<file path="config.mk">
export PLATFORM = sky130hd
export DESIGN_NAME = lvds_pattern_gen
export DESIGN_NICKNAME = d
export VERILOG_FILES = /design/src/rtl/lvds_pattern_pkg.sv /design/src/rtl/lvds_btn_debounce.sv /design/src/rtl/lvds_pattern_gen.sv
export SDC_FILE = /design/constraint.sdc
export NUM_CORES = 1
export LEC_CHECK = 0
export ABC_AREA = 1
export CAP_MARGIN = 0
export CORE_UTILIZATION = 45
export DETAILED_ROUTE_END_ITERATION = 10
export GPL_TIMING_DRIVEN = 1
export HOLD_SLACK_MARGIN = 0.08
export PLACE_DENSITY_LB_ADDON = 0.2
export SYNTH_ARGS = -nofsm -noshare
export SYNTH_HDL_FRONTEND = slang
export SYNTH_SLANG_ARGS = --single-unit
</file>
<file path="constraint.sdc">
create_clock -name i_clk -period 2.65 [get_ports i_clk]
set_clock_uncertainty 0.1 [all_clocks]
set_input_delay 0.3975 -clock i_clk [delete_from_list [all_inputs] [get_ports i_clk]]
set_output_delay 0.3975 -clock i_clk [all_outputs]
set_load 0.02 [all_outputs]
</file>
<file path="src/rtl/lvds_pattern_pkg.sv">
// Shared pattern codes, RGB constants and color-bar helpers for the LVDS test-pattern source.
package lvds_pattern_pkg;

  localparam int unsigned PAT_W   = 3;
  localparam int unsigned COLOR_W = 24;

  localparam logic [PAT_W-1:0] PAT_WHITE   = 3'd0;
  localparam logic [PAT_W-1:0] PAT_BARS    = 3'd1;
  localparam logic [PAT_W-1:0] PAT_RAMP    = 3'd2;
  localparam logic [PAT_W-1:0] PAT_CHECKER = 3'd3;
  localparam logic [PAT_W-1:0] PAT_MOVING  = 3'd4;
  localparam logic [PAT_W-1:0] PAT_BORDER  = 3'd5;

  localparam logic [COLOR_W-1:0] COLOR_WHITE   = 24'hFFFFFF;
  localparam logic [COLOR_W-1:0] COLOR_YELLOW  = 24'hFFFF00;
  localparam logic [COLOR_W-1:0] COLOR_CYAN    = 24'h00FFFF;
  localparam logic [COLOR_W-1:0] COLOR_GREEN   = 24'h00FF00;
  localparam logic [COLOR_W-1:0] COLOR_MAGENTA = 24'hFF00FF;
  localparam logic [COLOR_W-1:0] COLOR_RED     = 24'hFF0000;
  localparam logic [COLOR_W-1:0] COLOR_BLUE    = 24'h0000FF;
  localparam logic [COLOR_W-1:0] COLOR_BLACK   = 24'h000000;

  // Bar number 0..7 for a pixel column: px*8 / (2*h_pairs).
  function automatic logic [2:0] bar_index(input logic [12:0] px, input int unsigned h_pairs);
    return 3'((32'(px) << 2) / h_pairs);
  endfunction

  function automatic logic [COLOR_W-1:0] bar_color(input logic [2:0] bar);
    logic [COLOR_W-1:0] c;
    case (bar)
      3'd0:    c = COLOR_WHITE;
      3'd1:    c = COLOR_YELLOW;
      3'd2:    c = COLOR_CYAN;
      3'd3:    c = COLOR_GREEN;
      3'd4:    c = COLOR_MAGENTA;
      3'd5:    c = COLOR_RED;
      3'd6:    c = COLOR_BLUE;
      default: c = COLOR_BLACK;
    endcase
    return c;
  endfunction

endpackage

</file>
<file path="src/rtl/lvds_btn_debounce.sv">
// Push-button conditioner: 2-FF synchronizer, stability counter and one-cycle rising-edge pulse.
module lvds_btn_debounce #(
  parameter int unsigned DEBOUNCE_CYCLES = 500000
) (
  input  logic i_clk,
  input  logic i_resetn,
  input  logic i_button,
  output logic o_rise
);

  localparam int unsigned CNT_W = (DEBOUNCE_CYCLES > 1) ? $clog2(DEBOUNCE_CYCLES) : 1;
  localparam logic [CNT_W-1:0] CNT_LAST = CNT_W'(DEBOUNCE_CYCLES - 1);

  logic             sync1;
  logic             sync2;
  logic             sync_d;
  logic             level;
  logic [CNT_W-1:0] cnt;

  // Any change of the synced input restarts the stability window.
  always_ff @(posedge i_clk or negedge i_resetn) begin
    if (!i_resetn) begin
      sync1  <= 1'b0;
      sync2  <= 1'b0;
      sync_d <= 1'b0;
      level  <= 1'b0;
      cnt    <= '0;
      o_rise <= 1'b0;
    end else begin
      sync1  <= i_button;
      sync2  <= sync1;
      sync_d <= sync2;
      o_rise <= 1'b0;
      if (sync2 != sync_d) begin
        cnt <= '0;
      end else if (cnt != CNT_LAST) begin
        cnt <= cnt + CNT_W'(1);
      end else if (level != sync2) begin
        level  <= sync2;
        o_rise <= sync2;
      end
    end
  end

endmodule

</file>
<file path="src/rtl/lvds_pattern_gen.sv">
// Dual-pixel test-pattern source for the LVDS transmitter: 2-stage pipeline from pair
// coordinates to even/odd RGB, with pattern changes deferred to frame start.
module lvds_pattern_gen
  import lvds_pattern_pkg::*;
#(
  parameter int unsigned H_PAIRS         = 512,
  parameter int unsigned V_ACTIVE        = 600,
  parameter int unsigned AUTO_FRAMES     = 120,
  parameter int unsigned DEBOUNCE_CYCLES = 500000,
  parameter int unsigned NUM_PATTERNS    = 6
) (
  input  logic               i_clk,
  input  logic               i_resetn,
  input  logic [11:0]        i_x,
  input  logic [11:0]        i_y,
  input  logic               i_valid,
  input  logic               i_button,
  input  logic               i_auto,
  output logic [COLOR_W-1:0] o_color,
  output logic [COLOR_W-1:0] o_color_even,
  output logic               o_valid,
  output logic [PAT_W-1:0]   o_pattern
);

  localparam int unsigned CW   = 12;
  localparam int unsigned PXW  = 13;
  localparam int unsigned FC_W = (AUTO_FRAMES > 1) ? $clog2(AUTO_FRAMES) : 1;

  localparam logic [PXW-1:0]   PX_LAST  = PXW'(2 * H_PAIRS - 1);
  localparam logic [PXW:0]     PX_SPAN  = (PXW + 1)'(2 * H_PAIRS);
  localparam logic [CW-1:0]    Y_LAST   = CW'(V_ACTIVE - 1);
  localparam logic [PAT_W-1:0] PAT_LAST = PAT_W'(NUM_PATTERNS - 1);
  localparam logic [FC_W-1:0]  FC_LAST  = FC_W'(AUTO_FRAMES - 1);

  logic             btn_rise;
  logic             pending;
  logic [FC_W-1:0]  frame_cnt;
  logic [PXW-1:0]   bar_pos;
  logic [PXW-1:0]   bar_next;
  logic [PXW:0]     bar_inc_c;
  logic [PXW-1:0]   bar_wrap_c;
  logic             frame_start_c;
  logic             advance_c;

  logic [CW-1:0]    x1;
  logic [CW-1:0]    y1;
  logic             v1;
  logic             in1;
  logic [2:0]       bar_e1;
  logic [2:0]       bar_o1;

  lvds_btn_debounce #(
    .DEBOUNCE_CYCLES(DEBOUNCE_CYCLES)
  ) u_btn (
    .i_clk   (i_clk),
    .i_resetn(i_resetn),
    .i_button(i_button),
    .o_rise  (btn_rise)
  );

  // Frame-start decode and advance decision on the stage-1 input side.
  always_comb begin
    frame_start_c = i_valid && (i_x == '0) && (i_y == '0);
    advance_c     = frame_start_c && (pending || btn_rise || (i_auto && (frame_cnt == FC_LAST)));
    bar_inc_c     = (PXW + 1)'(bar_next) + (PXW + 1)'(2);
    bar_wrap_c    = (bar_inc_c >= PX_SPAN) ? '0 : bar_inc_c[PXW-1:0];
  end

  // bar_pos is the position shown this frame; bar_next is what the next frame will show.
  always_ff @(posedge i_clk or negedge i_resetn) begin
    if (!i_resetn) begin
      o_pattern <= PAT_WHITE;
      pending   <= 1'b0;
      frame_cnt <= '0;
      bar_pos   <= '0;
      bar_next  <= '0;
    end else begin
      if (advance_c) begin
        o_pattern <= (o_pattern == PAT_LAST) ? '0 : o_pattern + PAT_W'(1);
      end
      if (advance_c) begin
        pending <= 1'b0;
      end else if (btn_rise) begin
        pending <= 1'b1;
      end
      if (!i_auto || advance_c) begin
        frame_cnt <= '0;
      end else if (frame_start_c) begin
        frame_cnt <= frame_cnt + FC_W'(1);
      end
      if (frame_start_c) begin
        bar_pos  <= bar_next;
        bar_next <= bar_wrap_c;
      end
    end
  end

  // Stage 1: capture coordinates, range flag and bar numbers for both pixels.
  always_ff @(posedge i_clk or negedge i_resetn) begin
    if (!i_resetn) begin
      x1     <= '0;
      y1     <= '0;
      v1     <= 1'b0;
      in1    <= 1'b0;
      bar_e1 <= '0;
      bar_o1 <= '0;
    end else begin
      x1     <= i_x;
      y1     <= i_y;
      v1     <= i_valid;
      in1    <= (i_x < CW'(H_PAIRS)) && (i_y < CW'(V_ACTIVE));
      bar_e1 <= bar_index({i_x, 1'b0}, H_PAIRS);
      bar_o1 <= bar_index({i_x, 1'b1}, H_PAIRS);
    end
  end

  function automatic logic [COLOR_W-1:0] pix_color(
    input logic [PAT_W-1:0] pat,
    input logic [PXW-1:0]   px,
    input logic [CW-1:0]    y,
    input logic [2:0]       bar,
    input logic [PXW-1:0]   pos
  );
    logic [COLOR_W-1:0] c;
    logic [PXW:0]       px_w;
    logic [PXW:0]       pos_w;
    px_w  = (PXW + 1)'(px);
    pos_w = (PXW + 1)'(pos);
    c     = COLOR_BLACK;
    case (pat)
      PAT_WHITE:   c = COLOR_WHITE;
      PAT_BARS:    c = bar_color(bar);
      PAT_RAMP:    c = {3{px[9:2]}};
      PAT_CHECKER: c = (px[4] ^ y[4]) ? COLOR_WHITE : COLOR_BLACK;
      PAT_MOVING:  c = ((px_w >= pos_w) && (px_w <= pos_w + (PXW + 1)'(15))) ? COLOR_RED : COLOR_BLACK;
      PAT_BORDER:  c = ((px == '0) || (px == PX_LAST) || (y == '0) || (y == Y_LAST)) ?
                       COLOR_WHITE : COLOR_BLACK;
      default:     c = COLOR_BLACK;
    endcase
    return c;
  endfunction

  // Stage 2: colors update only for valid pairs and hold otherwise.
  always_ff @(posedge i_clk or negedge i_resetn) begin
    if (!i_resetn) begin
      o_color      <= '0;
      o_color_even <= '0;
      o_valid      <= 1'b0;
    end else begin
      o_valid <= v1;
      if (v1) begin
        o_color      <= in1 ? pix_color(o_pattern, {x1, 1'b0}, y1, bar_e1, bar_pos) : COLOR_BLACK;
        o_color_even <= in1 ? pix_color(o_pattern, {x1, 1'b1}, y1, bar_o1, bar_pos) : COLOR_BLACK;
      end
    end
  end

endmodule
</file>
# Word level (Yosys, flattened, before mapping)
# Index checks and enable logic that the tools add are counted.
[classes]
n_bitwise = 3
reduce_logical = 25
magnitude_cmp = 7
n_addsub = 5
n_eq_ne = 17
muxes = 21
[op_table]
columns = ["cell", "count"]
rows = [
  ["one-hot mux 24 bit (6 select lines)", 2],
  ["2-to-1 mux 24 bit", 7],
  ["one-hot mux 24 bit (7 select lines)", 1],
  ["zero test 12 bit", 4],
  ["2-to-1 mux 19 bit", 2],
  ["less-or-equal comparator 13 x 14 -> 1 bit", 2],
  [">= comparator 13 bit", 2],
  ["less-than comparator 12 x 10 -> 1 bit, second input constant", 2],
  ["adder 19 x 1 -> 19 bit, second input constant", 1],
  ["inequality test 19 bit, second input constant", 1],
  ["equality test 3 bit, second input constant", 5],
  ["adder 13 x 2 -> 14 bit, second input constant", 1],
  ["adder 13 x 4 -> 14 bit, second input constant", 1],
  [">= comparator 14 x 11 -> 1 bit, second input constant", 1],
  ["2-to-1 mux 7 bit", 2],
  ["2-to-1 mux 13 bit", 1],
  ["equality test 12 x 10 -> 1 bit, second input constant", 1],
  ["equality test 12 x 9 -> 1 bit, second input constant", 1],
  ["equality test 3 x 2 -> 1 bit, second input constant", 4],
  ["adder 7 x 1 -> 7 bit, second input constant", 1],
  ["equality test 7 bit, second input constant", 1],
  ["logical AND 1 bit", 7],
  ["logical OR 1 bit", 7],
  ["equality test 3 x 1 -> 1 bit, second input constant", 2],
  ["other kinds (10)", 19],
]
[totals]
output_inout_bits = 52
wordCells = 97
ff_bits = 139
input_bits = 29

# Logic depth before layout (Yosys ltp)
# Gate-level depths: netlist of run 1.
[logic_depth]
depth_word = 6
ltp_mapped = 21
mapped_depth_nobuf = 21

# Cells and area by module
# Synthesis of run 1 repeated with hierarchy kept, for this count alone.
[hier_totals]
hier_cells = 939
hier_area_um2 = 7288.2
[modules_own_cells]
columns = ["mod", "cells_each", "seq_area_each_um2", "area_per_inst_um2", "n_inst"]
rows = [
  ["lvds_pattern_gen", 749, 2752.6, 5854.4, 1],
  ["lvds_btn_debounce", 190, 600.6, 1433.9, 1],
]

# Worst setup path after synthesis of run 1
# OpenSTA, ideal clock, no wires.
[synth_timing]
kind = "register to register"
from = "register bar_pos[1]"
to = "register o_color_even[23]"
setup_slack_ns = 0.100
stages_incl_launch_ff = 19
arrival_ns = 2.334
required_time_ns = 2.433
path_cell_list = "dfrtp_1 > inv_1 > ha_1 > a21oi_4 > inv_1 > nor2_1 > nand4_1 > xor2_1 > ha_1 > and3_1 > nand3_1 > nand2_2 > inv_2 > nand2_1 > nand2_2 > nand2_4 > nand3_1 > nand2_1 > nand2_1"
[synth_via]
elab_chain_len = 6
word_cells_on_any_way = 7
classes_between = "add/sub: 1; order compare: 2; mux: 3; reduce/logical: 1"
[synth_lines]
columns = ["element", "line", "text"]
rows = [
  ["start, declared", "lvds_pattern_gen.sv:38", "logic [PXW-1:0] bar_pos;"],
  ["start signal, assigned", "lvds_pattern_gen.sv:92", "bar_pos <= bar_next;"],
  ["adder 13 x 4 -> 14 bit", "lvds_pattern_gen.sv:135", "PAT_MOVING: c = ((px_w >= pos_w) && (px_w <= pos_w + (PXW + 1)'(15))) ? COLOR_RED : COLOR_BLACK;"],
  ["less-or-equal comparator 13 x 14 -> 1 bit", "lvds_pattern_gen.sv:135", ""],
  ["logical AND 1 bit (*)", "lvds_pattern_gen.sv:135", ""],
  ["2-to-1 mux 24 bit (*)", "lvds_pattern_gen.sv:135", ""],
  ["one-hot mux 24 bit (6 select lines) (*)", "lvds_pattern_gen.sv:130", "case (pat)"],
  ["2-to-1 mux 24 bit (*)", "lvds_pattern_gen.sv:153", "o_color_even <= in1 ? pix_color(o_pattern, {x1, 1'b1}, y1, bar_o1, bar_pos) : COLOR_BLACK;"],
  ["end signal, assigned", "lvds_pattern_gen.sv:153", ""],
  ["end, declared", "lvds_pattern_gen.sv:20", "output logic [COLOR_W-1:0] o_color_even,"],
]
# Mark *: on every way between the ends. The rest lies on a longest branch, timed or not.
# A chain may end at the register's enable or synchronous reset.

# Worst setup path in the final report of run 1
[layout_timing]
from = "register bar_pos[1]"
to = "register o_color[23]"
[layout_via]
elab_chain_len = 6
word_cells_on_any_way = 7
classes_between = "add/sub: 1; order compare: 2; mux: 3; reduce/logical: 1"
[layout_lines]
columns = ["element", "line", "text"]
rows = [
  ["adder 13 x 4 -> 14 bit", "lvds_pattern_gen.sv:135", ""],
  ["less-or-equal comparator 13 x 14 -> 1 bit", "lvds_pattern_gen.sv:135", ""],
  ["logical AND 1 bit (*)", "lvds_pattern_gen.sv:135", ""],
  ["2-to-1 mux 24 bit (*)", "lvds_pattern_gen.sv:135", ""],
  ["one-hot mux 24 bit (6 select lines) (*)", "lvds_pattern_gen.sv:130", ""],
  ["2-to-1 mux 24 bit (*)", "lvds_pattern_gen.sv:152", "o_color <= in1 ? pix_color(o_pattern, {x1, 1'b0}, y1, bar_e1, bar_pos) : COLOR_BLACK;"],
  ["end signal, assigned", "lvds_pattern_gen.sv:152", ""],
  ["end, declared", "lvds_pattern_gen.sv:19", "output logic [COLOR_W-1:0] o_color,"],
]
# Marks and branches as above.

==> results of run 1 <==
state kept, by name (all words and copies together) (netlist names), 2 cells and up:
name / flops
o_color: 24
o_color_even: 24
u_btn.cnt: 19
bar_next: 12
bar_pos: 12
y1: 12
x1: 10
frame_cnt: 7
o_pattern: 3
bar_o1: 2
final timing paths:
path	startpoint	end	slack (ns)	depth (start not counted)
max	bar_pos[1]$_DFFE_PN0P_	o_color[23]$_DFFE_PN0P_	0.06	15
min	u_btn.sync1$_DFF_PN0_	u_btn.sync2$_DFF_PN0_	0.25	0
max reg2reg	bar_pos[1]$_DFFE_PN0P_	o_color[23]$_DFFE_PN0P_	0.06	15
min reg2reg	u_btn.sync1$_DFF_PN0_	u_btn.sync2$_DFF_PN0_	0.25	0
max in group asynchronous	i_resetn	in1$_DFF_PN0_	1.35	3
min in group asynchronous	i_resetn	x1[2]$_DFF_PN0_	0.37	2
logic make-up after synthesis:
logic type,after synthesis,share of synthesized area (%)
fa+ha+maj,32,5.59
simple gates,481,30.8
compound gates,81,6.55
buf+inv,129,7.24
xor+xnor,24,2.94
flops,134,46.8
per-layer routing:
metal	vias to the layer above	global-route usage (%)
li1	3064	-
met1	2746	29.4
met2	154	34.8
met3	33	4.47
met4	0	9.62
met5	-	0
stage by stage:
stage	instance area [sq um]	cells	hold WS (ns)	setup TNS [ns]	util (%)
2_1_floorplan	7160	881	0.00191	0	-
4_1_cts	8900	1201	0.251	0	57.9
6_report	9020	1207	0.249	0	58.7
3_5_place_dp	8270	1168	0.237	-0.0615	53.8
5_1_grt	9020	1207	0.269	-1.06	58.7
3_3_place_gp	8270	1168	0.234	0	53.8
cell type report:
cell class / count / area, sq um
Fill cell: 1415 / 6350
Clock buffer: 21 / 470
Clock inverter: 11 / 146
Timing Repair Buffer: 103 / 1010
Multi-Input combinational cell: 618 / 3360
Sequential cell: 134 / 3350
Inverter: 109 / 409
Tap cell: 211 / 264
what timing repair did:
action                                  CTS  global route
hold endpoints to repair                 44             0
buffers inserted                          0             6
gates resized for setup                   2            18
endpoints found under the setup margin    8            16
hold buffers                              1             0
pin swaps                                 0            10
worst max-delay path, delay by kind of cell (launching register included):
| kind | cells | cell delay [ns] |
|---|---|---|
| AO/OA/AOI/OAI | 1 | 0.07 |
| XOR/XNOR | 1 | 0.15 |
| adder cells (fa/ha/maj) | 2 | 0.53 |
| buffers and inverters | 2 | 0.21 |
| flip-flops | 1 | 0.38 |
| AND/OR/NAND/NOR | 9 | 1.05 |
power groups by stage:
stage               Combinational [uW]  Clock [uW]  Sequential (uW)
floorplan                          106           0             2130
global placement                   236           0             2140
detailed placement                 239           0             2150
CTS                                242        2490             2110
global route                       273        2590             2110
finish                             239        2450             2110
layout by cell type (no fill, tap or decap), drive strengths merged, types with 3 or more instances in the layout:
| master | instances |
|---|---|
| a211oi | 3 |
| a21oi | 28 |
| a31oi | 3 |
| buf | 23 |
| bufinv | 3 |
| clkbuf | 21 |
| clkdlybuf4s50 | 79 |
| clkinv | 7 |
| dfrtp | 134 |
| ha | 32 |
| inv | 108 |
| nand2 | 253 |
| nand3 | 88 |
| nand3b | 3 |
| nand4 | 19 |
| nor2 | 75 |
| nor3 | 31 |
| nor4 | 6 |
| o21ai | 39 |
| o21bai | 3 |
| or2 | 4 |
| xnor2 | 3 |
| xor2 | 21 |
==> reports/metrics.cfg, run 1 <==
[outcome]
status=completed

[pwr]
p_switching_uw=1070
power_uw=4800
clkPwrFrac_pct=51.0
power.density_nw_per_um2=532
vdd_drop_max_v=0.000453
internal-power_uw=3720
power_frac_comb_pct=5.0
seqPwrFrac_pct=44.0
swShare_pct=22.4
power_leakage_uw=0.00451

[global_route]
grt_util_all_layers_pct=22.1
grt_first_pass_wirelength_um=27800
antenna_found_initial=0
grt_max_degree=63
first_global_vias=5660
overflow=0

[detailed_routing]
vias_per_cell=4.97
wl_per_cell_um=14.0
wl_met1_um=8050
routed-wl-met2_um=7610
drt-total-wl_um=16900
dr_wl_met3_um=730
highest_layer=met4
vias=5997
drt_first_pass_iters=5
drc=0
drtIter0Drc=266
ant_nets=0

[place]
place_ws_ns=-0.0121
port_buffers=80
place.gp.congestion=0.850
place_hpwl_um=12200

[timing]
slew_headroom_pct=42.8
fmax_mhz=387
grt_setup_unrepaired=true
setup_viol=0
post-route-min-period_ns=2.59
hold_viol_final=0
fin_ws_ns=0.0628
post-route-period-util_pct=97.6
worst_pin_slew_ns=0.855
finalMaxSlewViolations=0

[critical_path]
crit_slowest_cell=dfrtp_1
worstPathCellList=inv_2 -> ha_2 -> a21oi_4 -> buf_4 -> xor2_1 -> ha_1 -> nand2_1 -> nor2_2 -> nand3_1 -> nand3_1 -> nand4_1 -> nand3_4 -> nand3_2 -> nand2_1 -> nand2_1
endpoint_kind=flip-flop
startpoint_type=flip-flop
critPathKind=flip-flop to flip-flop
crit_arrival_ns=2.80
crit_path_max_incr_delay_ns=0.38
required_ns=2.87
crit_path_frequent_cell=nand2_1
path_max_fanout=8

[synth]
synthDistinctLibCells=41
netlist_top_cells_area=dfrtp_1, nand2_1, nand3_1
synthTopCellsByCount=nand2_1, dfrtp_1, inv_1, nand3_1, nor2_1
synth_edf_count=0
syn_inst=881
synth-warning-count=0
synth_seq_cells=134
yosysSeqAreaShare_pct=46.8
async_flop_share_pct=100
synthMostInstantiatedCell=nand2_1
yosys.area.top_type_share_pct=46.8
syn-num-nets=942
synth.cell_area_sq_um=7160
avgSynthCellArea_sq_um=8.12
synth_top_area_cell=dfrtp_1
ys.flop_type=dfrtp_1

[clocking]
cts_made_buffers=17
clk_latency_ns=0.42
clkTransAtPathRegs_ns=0.06
cts_tree=built
clockRootBuffer=clkbuf_16
clk_path_buf_depth=2
cts_sinks=134
h-tree-depth=4

[die]
die-area_sq_um=16400
die_w_um=128
die_y_um=128
ioPinCount=81
initial_core_util_pct=46.6
coreArea_sq_um=15400
fp-row-count=45

[hold_path]
min_path_type=flip-flop to flip-flop

[run]
max-cap-violations=0

[finish]
syn2layout_area_growth_pct=26.0
n_antenna_cell=0
layout.nets=1044
drive_above_1_share_pct=12.1

(Power assumes the default switching activity.)
==> run 2, diff against run 1 <==
- CTS_CLUSTER_DIAMETER: unset -> 200
- HOLD_SLACK_MARGIN: 0.08 -> unset
==> results of run 2 <==
Same layout as run 1: the final DEF is identical, and so are final timing and power.
==> run 3, diff against run 2 <==
- clock period: 2.65 -> 2.4 ns (I/O delays scaled with it)
==> reports/metrics.cfg, run 3 (synthesized netlist as in run 1, its figures left out) <==
[global_route]
overflow=0
first_global_vias=5713
grt_util_all_layers_pct=21.9
grt_max_degree=64
grt_first_pass_wirelength_um=28000
antenna_found_initial=0

[timing]
finalSetupTns_ns=-1.30
worst_pin_slew_ns=0.708
fmax_mhz=395
grt_setup_unrepaired=true
setup_viol=16
hold_slack_ns=0.248
slew_headroom_pct=52.6
fin_ws_ns=-0.130
hold_viol_final=0
post-route-min-period_ns=2.53
finalMaxSlewViolations=0
post-route-period-util_pct=105

[pwr]
seqPwrFrac_pct=43.4
internal-power_uw=4190
power.density_nw_per_um2=584
power_frac_comb_pct=5.0
vdd_drop_max_v=0.000523
clkPwrFrac_pct=51.6
swShare_pct=21.9
p_switching_uw=1170
power_leakage_uw=0.00463

[critical_path]
critPathKind=flip-flop to flip-flop
path_max_fanout=8
crit_arrival_ns=2.74
endpoint_kind=flip-flop
startpoint_type=flip-flop
required_ns=2.61

[die]
die_w_um=128
coreArea_sq_um=15400
initial_core_util_pct=46.6
ioPinCount=81
fp-row-count=45
die_y_um=128
die-area_sq_um=16400

[finish]
top_regs=o_color: 24 flops, o_color_even: 24 flops, u_btn.cnt: 19 flops
multi_input_area_sq_um=3410
final_cell_mix=nand2_1, dfrtp_1, inv_1
fill_cells=1385
finish.utilization_pct=59.7
syn2layout_area_growth_pct=28.2
register_area_sq_um=3350
final_common_cell=nand2_1
drive_above_1_share_pct=13.9
n_antenna_cell=0
layout.nets=1061

[detailed_routing]
drt_first_pass_iters=5
drtIter0Drc=379
drc=0
ant_nets=0
drt-total-wl_um=16900
vias_per_cell=4.96
vias=6068
wl_per_cell_um=13.8

[clocking]
clockRootBuffer=clkbuf_16
h-tree-depth=4
clkTransAtPathRegs_ns=0.06
cts_made_buffers=17
cts_tree=built
cts_sinks=134
clk_path_buf_depth=2
clk_latency_ns=0.42

[outcome]
status=complete, but fails checks
violations=setup timing

[place]
place.gp.congestion=0.859
port_buffers=80
place_hpwl_um=12300

[hold_path]
min_path_type=flip-flop to flip-flop

[run]
max-cap-violations=0

## run 3: cell types whose count changed in the layout (fill, tap and decap cells not counted), sizes merged
cell	previous run	this run
clkbuf	21	20
clkinvlp	2	1
clkinv	7	6
inv	108	109
bufinv	3	4
buf	23	40
## run 3: timing repair
action                                  in CTS  in global routing
hold endpoints to repair                    57                  0
hold buffers                                 1                  0
gates cloned                                 0                  0
setup buffers                                2                  1
pin swaps                                    6                  6
resized for setup                           10                 11
endpoints found under the setup margin      16                 16
## run 3: per-stage QoR
| stage | power, uW | instances | worst slack (ns) | cell area [sq um] |
|---|---|---|---|---|
| after floorplan | 2470 | 881 | -0.00539 | 7180 |
| after global placement | 2630 | 1188 | -0.0470 | 8430 |
| after detailed placement | 2640 | 1188 | -0.0950 | 8430 |
| after CTS | 5420 | 1222 | -0.109 | 9130 |
| after global routing | 5550 | 1223 | -0.266 | 9180 |
| final | 5360 | 1223 | -0.130 | 9180 |
## run 3: critical path, stage by stage, from the launching register on
cell and delay (ns):
dfrtp_1 0.36, inv_2 0.06, buf_4 0.13, nand3_1 0.10
nand4_1 0.15, nor2_2 0.13, nand3_1 0.09, xor2_1 0.15
ha_1 0.30, and3_4 0.22, nand3_4 0.08, nand2_4 0.08
inv_2 0.04, nand2_2 0.05, nand2_2 0.06, nand2_4 0.11
nand3_2 0.07, nand2_1 0.07, nand2_1 0.05
## run 3: final cells by class
cell class              instances  area share, %
clock buffers                  20           4.98
multi-input cells             618           37.1
inverters                     109           4.46
well taps                     211           2.88
repair buffers                120           12.2
clock inverters                11           1.88
flip-flops and latches        134           36.5
## run 3: power by group through the flow
stage / Clock (uW) / Sequential, uW / Combinational [uW]
3_3_place_gp: 0 / 2370 / 265
5_1_grt: 2910 / 2330 / 309
6_report: 2770 / 2330 / 271
2_1_floorplan: 0 / 2360 / 118
4_1_cts: 2820 / 2330 / 273
3_5_place_dp: 0 / 2370 / 269
## run 3: final timing paths
path	from	endpoint	slack, ns	depth (start not counted)
min in group asynchronous	i_resetn	o_color[2]$_DFFE_PN0P_	0.37	2
hold reg to reg	u_btn.sync1$_DFF_PN0_	u_btn.sync2$_DFF_PN0_	0.25	0
setup reg to reg	bar_pos[1]$_DFFE_PN0P_	o_color_even[20]$_DFFE_PN0P_	-0.13	18
hold / removal	u_btn.sync1$_DFF_PN0_	u_btn.sync2$_DFF_PN0_	0.25	0
max in group asynchronous	i_resetn	o_color_even[6]$_DFFE_PN0P_	1.16	3
setup / recovery	bar_pos[1]$_DFFE_PN0P_	o_color_even[20]$_DFFE_PN0P_	-0.13	18
## run 3: per-layer routing
layer	track usage, %	share of wire, %	vias up
met1	29.6	48	2809
met3	4.17	4.1	15
met4	7.68	1.4	0
met2	35.3	46	144
met5	0	0	-
li1	-	-	3100
